==> src/rtl/fb_pkg.sv <==
// Shared types and defaults for the frame-buffer memory port multiplexer.
package fb_pkg;

  typedef enum logic [1:0] {
    IDLE  = 2'd0,
    XFER  = 2'd1,
    DRAIN = 2'd2,
    DONE  = 2'd3
  } fb_state_e;

  localparam logic CLI_DISP = 1'b0;
  localparam logic CLI_CAP  = 1'b1;

  localparam int unsigned FB_AW = 20;
  localparam int unsigned FB_DW = 16;
  localparam int unsigned FB_LW = 4;

endpackage

==> src/rtl/fb_burst_ctr.sv <==
// Beat counter and outstanding-read counter for one burst, with last-beat and drained flags.
module fb_burst_ctr #(
  parameter int unsigned LW = 4
) (
  input  logic          clk_i,
  input  logic          rst_i,
  input  logic          clr_i,
  input  logic          beat_inc_i,
  input  logic          rd_issue_i,
  input  logic          rd_ret_i,
  input  logic [LW-1:0] len_i,
  output logic [LW-1:0] beat_o,
  output logic          last_beat_o,
  output logic          drained_o
);

  logic [LW-1:0] beat_q, beat_d;
  logic [LW:0]   outst_q, outst_d;

  always_comb begin
    beat_d  = beat_q;
    outst_d = outst_q;
    if (clr_i) begin
      beat_d  = '0;
      outst_d = '0;
    end else begin
      if (beat_inc_i) beat_d = beat_q + LW'(1);
      // Simultaneous issue and return cancel out.
      case ({rd_issue_i, rd_ret_i})
        2'b10:   outst_d = outst_q + (LW+1)'(1);
        2'b01:   outst_d = outst_q - (LW+1)'(1);
        default: outst_d = outst_q;
      endcase
    end
  end

  always_ff @(posedge clk_i) begin
    if (rst_i) begin
      beat_q  <= '0;
      outst_q <= '0;
    end else begin
      beat_q  <= beat_d;
      outst_q <= outst_d;
    end
  end

  assign beat_o      = beat_q;
  assign last_beat_o = (beat_q == len_i);
  assign drained_o   = rd_ret_i && !rd_issue_i && (outst_q == (LW+1)'(1));

endmodule

==> src/rtl/fb_mem_port_mux.sv <==
// Two-client burst multiplexer onto a single memory command/response port, driven by rrarb grants.
module fb_mem_port_mux
  import fb_pkg::*;
#(
  parameter int unsigned AW = FB_AW,
  parameter int unsigned DW = FB_DW,
  parameter int unsigned LW = FB_LW
) (
  input  logic          clk,
  input  logic          reset,
  input  logic [1:0]    cli_req,
  input  logic [1:0]    cli_we,
  input  logic [2*AW-1:0] cli_addr,
  input  logic [2*LW-1:0] cli_len,
  input  logic [2*DW-1:0] cli_wdata,
  output logic [1:0]    cli_wready,
  output logic [DW-1:0] cli_rdata,
  output logic [1:0]    cli_rvalid,
  output logic [1:0]    cli_done,
  output logic [1:0]    arb_request,
  input  logic [1:0]    arb_grant,
  output logic          mem_valid,
  input  logic          mem_ready,
  output logic          mem_we,
  output logic [AW-1:0] mem_addr,
  output logic [DW-1:0] mem_wdata,
  input  logic          mem_rvalid,
  input  logic [DW-1:0] mem_rdata
);

  fb_state_e     state_q, state_d;
  logic          owner_q, owner_d;
  logic          we_q, we_d;
  logic [AW-1:0] addr_q, addr_d;
  logic [LW-1:0] len_q, len_d;
  logic [LW-1:0] beat;
  logic          grant_idx, grant_ok, accept, fire, active, rd_ret, last_beat, drained;
  logic [1:0]    owner_oh;

  assign grant_idx = arb_grant[1];
  assign grant_ok  = ((arb_grant == 2'b01) || (arb_grant == 2'b10)) && ((cli_req & arb_grant) != 2'b00);
  assign accept    = (state_q == IDLE) && grant_ok;
  assign fire      = (state_q == XFER) && mem_ready;
  assign active    = (state_q == XFER) || (state_q == DRAIN);
  assign rd_ret    = active && mem_rvalid;
  assign owner_oh  = (owner_q == CLI_CAP) ? 2'b10 : 2'b01;

  fb_burst_ctr #(.LW(LW)) u_ctr (
    .clk_i       (clk),
    .rst_i       (reset),
    .clr_i       (accept),
    .beat_inc_i  (fire),
    .rd_issue_i  (fire && !we_q),
    .rd_ret_i    (rd_ret),
    .len_i       (len_q),
    .beat_o      (beat),
    .last_beat_o (last_beat),
    .drained_o   (drained)
  );

  always_comb begin
    state_d = state_q;
    owner_d = owner_q;
    we_d    = we_q;
    addr_d  = addr_q;
    len_d   = len_q;
    case (state_q)
      IDLE: begin
        if (grant_ok) begin
          owner_d = grant_idx ? CLI_CAP : CLI_DISP;
          we_d    = cli_we[grant_idx];
          addr_d  = grant_idx ? cli_addr[AW +: AW] : cli_addr[0 +: AW];
          len_d   = grant_idx ? cli_len[LW +: LW] : cli_len[0 +: LW];
          state_d = XFER;
        end
      end
      XFER:    if (fire && last_beat) state_d = we_q ? DONE : DRAIN;
      DRAIN:   if (drained) state_d = DONE;
      default: state_d = IDLE;
    endcase
  end

  always_ff @(posedge clk) begin
    if (reset) begin
      state_q <= IDLE;
      owner_q <= CLI_DISP;
      we_q    <= 1'b0;
      addr_q  <= '0;
      len_q   <= '0;
    end else begin
      state_q <= state_d;
      owner_q <= owner_d;
      we_q    <= we_d;
      addr_q  <= addr_d;
      len_q   <= len_d;
    end
  end

  // Command fields are zeroed outside XFER so idle outputs match the reset image.
  always_comb begin
    mem_valid   = (state_q == XFER);
    mem_we      = mem_valid && we_q;
    mem_addr    = mem_valid ? (addr_q + AW'(beat)) : '0;
    mem_wdata   = '0;
    if (mem_valid) mem_wdata = (owner_q == CLI_CAP) ? cli_wdata[DW +: DW] : cli_wdata[0 +: DW];
    cli_wready  = (fire && we_q) ? owner_oh : 2'b00;
    cli_rvalid  = rd_ret ? owner_oh : 2'b00;
    cli_rdata   = active ? mem_rdata : '0;
    cli_done    = (state_q == DONE) ? owner_oh : 2'b00;
    arb_request = cli_req & ~cli_done;
  end

endmodule

==> config.mk <==
export PLATFORM = sky130hd
export DESIGN_NAME = fb_mem_port_mux
export DESIGN_NICKNAME = d
export VERILOG_FILES = /design/src/rtl/fb_pkg.sv /design/src/rtl/fb_burst_ctr.sv /design/src/rtl/fb_mem_port_mux.sv
export SDC_FILE = /design/constraint.sdc
export NUM_CORES = 1
export LEC_CHECK = 0
export ABC_AREA = 1
export CORE_MARGIN = 2
export CORE_UTILIZATION = 36
export CTS_BUF_LIST = sky130_fd_sc_hd__clkbuf_8
export CTS_CLUSTER_DIAMETER = 200
export DETAILED_ROUTE_END_ITERATION = 10
export PLACE_DENSITY = 0.8
export SLEW_MARGIN = 25
export SYNTH_ARGS = -nofsm -noshare
export SYNTH_HDL_FRONTEND = slang
export SYNTH_SLANG_ARGS = --single-unit
==> constraint.sdc <==
create_clock -name clk -period 2 [get_ports clk]
set_input_delay 0.4 -clock clk [delete_from_list [all_inputs] [get_ports clk]]
set_output_delay 0.4 -clock clk [all_outputs]
set_load 0.02 [all_outputs]
==> results_dict.tcl <==
set metrics [dict create \
    slowest_delay_ns 0.36 \
    ys_types 33 \
    core_um2 7810 \
    min_to "u_ctr.outst_q[4]" \
    slew_violations 0 \
    drc 0 \
    hpwl_mm 8.57 \
    ys_top_cells_by_count "137 x nand2_1, 73 x nor2_1, 58 x inv_1" \
    start_kind "flip-flop" \
    synth_top_cell_by_area "dfxtp_1" \
    drive_gt1_share_pct 27.3 \
    setup_viol 17 \
    fin_crit_sh_pct 114 \
    fin_skew_ns 0.00316 \
    routed_wl_mm 11.2 \
    hp-start "u_ctr.outst_q[4]" \
    syn_area_per_cell_um2 5.88 \
    syn_inst 497 \
    max_freq_mhz 441 \
    clk_latency_ns 0.29 \
    max_cap_viol_count 0 \
    overflow 0 \
    busiest_layer "met2" \
    cp_max_fo 6 \
    met2_usage_pct 44.6 \
    tns_ns -2.71 \
    h-tree-depth 2 \
    period_needed_ns 2.27 \
    die-area_um2 8860 \
    p_leak_uw 0.00259 \
    syn-cell-area_um2 2920 \
    final_cells 817 \
    critPathSlowestCell "dfxtp_4" \
    worst-r2r-cell-count 13 \
    clk_pin_slew_ns 0.07 \
    dr.pass1.iters 5 \
    ant_nets 0 \
    timing.rr.start "state_q[1]" \
    async_reset_ff_share_pct 0 \
    cts_sinks 37 \
    min_path_cells 2 \
    worstMarginPinSlew_ns 0.399 \
    cp_data_arrival_time_ns 1.87 \
    viasPerCell 4.96 \
    first_iter_violations 257 \
    vias 4049 \
    synth_nets 617 \
    synth.top_cell.area_share_pct 25.3 \
    rsz0062_at_grt "true" \
    path_class "reg2out" \
    cts_root_buf "clkbuf_8" \
    grt_use_met1_pct 30.2 \
    critPathBufInv 1 \
    cp.required_ns 1.60 \
    num_rows 32 \
    crit_family "simple AND/OR/NAND/NOR gates" \
    place_inst 806 \
    grt_max_degree 27 \
    tritoncts "built" \
    synth.most_common_cell "nand2_1" \
    dp_slack_ns -0.492 \
    grt_pass1_wl_mm 17.5 \
    seq_area_frac_synth_pct 25.3 \
    grtUsageMet3_pct 4.09 \
    relSlewSlack_pct 73.4 \
    clockBufferDepth 2 \
    power.density_nw_per_um2 769 \
    numPortBuffers 167 \
    hp-class "reg2reg" \
    outcome "finished, violations left" \
    synth-seq-cells 37 \
    multi_input_area_um2 2160 \
    grt.total_usage_pct 24.6 \
    nNetsFinal 834 \
    yosys-top-cells-area "dfxtp_1 25%, nand2_1 18%, nor2_1 9.4%" \
    synth_edf_count 0 \
    cts_buffers 5 \
    worstReg2RegEnd "u_ctr.outst_q[4]" \
    wl_per_cell_um 13.8 \
    seqCellArea_um2 759 \
    initial_utilization_pct 37.4 \
    finalHoldViolations 0 \
    area_delta_synth_final_pct 87.3 \
    ios 168 \
    ir_drop_uv 651 \
    grt_pass1_vias 3869 \
    n_fill_cell 656 \
    crit_chain "ha_4, fa_2, nand3_2, nand2_4, nand2_4, nor2_4, nand3_1, nand2_2, nor2_4, buf_6" \
    fp.dieW_um 94.1 \
    endpoint_kind "output pin" \
    synth_warnings 0 \
    antennaDiodeCount 0 \
    die_y_um 94.1 \
    fin_ws_ns -0.270 \
    ys.flop_type "dfxtp_1" \
    finalWeightedCongestion 0.962 \
    violations "setup timing" \
    antenna_found_initial 0 \
    r2r_slack_ns 0.11 \
]
-- state kept, by name, summed over array words and instances (netlist names) --
register,count
addr_q,20
len_q,4
owner_q,1
state_q,2
u_ctr.beat_o,4
u_ctr.outst_q,5
we_q,1
-- power breakdown --
group,internal [uW],switching [uW]
Clock,311,266
Sequential,892,146
Combinational,1180,1420
-- worst register-to-register path: stages, from the launching register on --
cell and delay [ns]:
dfxtp_2 0.34, inv_4 0.07, ha_4 0.20, buf_4 0.14, nand2_4 0.06, inv_1 0.09
nand2_2 0.07, ha_4 0.16, inv_2 0.06, nor2_1 0.04, nor2_2 0.09, o211ai_1 0.11
or2_2 0.28, a21oi_1 0.11
-- per-layer routing --
metal / wire length, um / share of wire (%)
met1: 4500 / 40
met2: 5770 / 51
met3: 718 / 6.4
met4: 249 / 2.2
met5: 0 / 0
-- what timing repair did --
action / in CTS / in global routing
hold endpoints to repair: 0 / 0
cloned: 0 / 0
pin swaps: 13 / 12
resized for setup: 232 / 65
setup buffers: 2 / 1
hold buffers: 0 / 0
setup endpoints to repair: 63 / 61
-- cell families (layout without fill, tap and decap cells) --
| family | after synthesis | count (layout) | synth area share (%) |
|---|---|---|---|
| xor gates and xnor gates | 4 | 4 | 1.20 |
| and+or+nand+nor | 253 | 253 | 35.6 |
| buffers and inverters | 83 | 301 | 12.2 |
| AOI/OAI and AO/OA | 106 | 106 | 19.5 |
| DFF | 37 | 37 | 25.3 |
| adders and majority gates | 14 | 14 | 6.25 |
-- area by class of cell --
class,count,share of cell area (%)
multi-input combinational,377,39.4
tap,102,2.33
inverter,61,4.37
timing repair buffer,232,38.1
sequential,37,13.9
clock buffer,7,1.76
clock inverter,1,0.0914
-- cell usage in the layout, fill, tap and decap left out, types with 3 or more instances in the layout --
master,count
o21ai_0,21
buf_4,73
o21ai_1,30
buf_6,7
dlygate4sd2_1,12
inv_2,3
clkdlybuf4s50_1,105
nand2_1,121
a21oi_2,5
nand3_1,14
ha_4,7
ha_1,6
nor2_2,6
nor3_1,4
clkbuf_2,6
clkbuf_8,7
nand2_2,12
a31oi_1,26
nor2_1,64
a21oi_1,17
buf_2,12
nand2_4,8
nand3_2,8
nand4_1,3
dfxtp_1,26
inv_1,55
nor3_2,3
clkdlybuf4s15_2,4
dfxtp_2,9
o21ai_2,4
clkdlybuf4s15_1,9
xor2_1,3
nor2_4,6
buf_12,4
-- how the worst max path moves through the flow --
stage               cells past startpoint       startpoint           end
finish                                 10  u_ctr.beat_o[0]  mem_addr[14]
detailed placement                     10        addr_q[0]  mem_addr[14]
global placement                       10        addr_q[0]  mem_addr[14]
CTS                                     9  u_ctr.beat_o[0]   mem_addr[8]
floorplan                               7  u_ctr.beat_o[0]  mem_addr[10]
global route                           10  u_ctr.beat_o[0]  mem_addr[14]
-- per-stage QoR --
| step | hold WS [ns] | power (uW) | instance area [um^2] | utilization, % |
|---|---|---|---|---|
| global route | 0.518 | 4510 | 5470 | 70.1 |
| CTS | 0.493 | 4150 | 5440 | 69.6 |
| finish | 0.494 | 4210 | 5470 | 70.1 |
| floorplan | 0.453 | 2320 | 2970 | - |
| detailed placement | 0.483 | 3570 | 5160 | 66.1 |
| global placement | 0.463 | 3490 | 5160 | 66.1 |
Power figures use the tool's default switching activity.
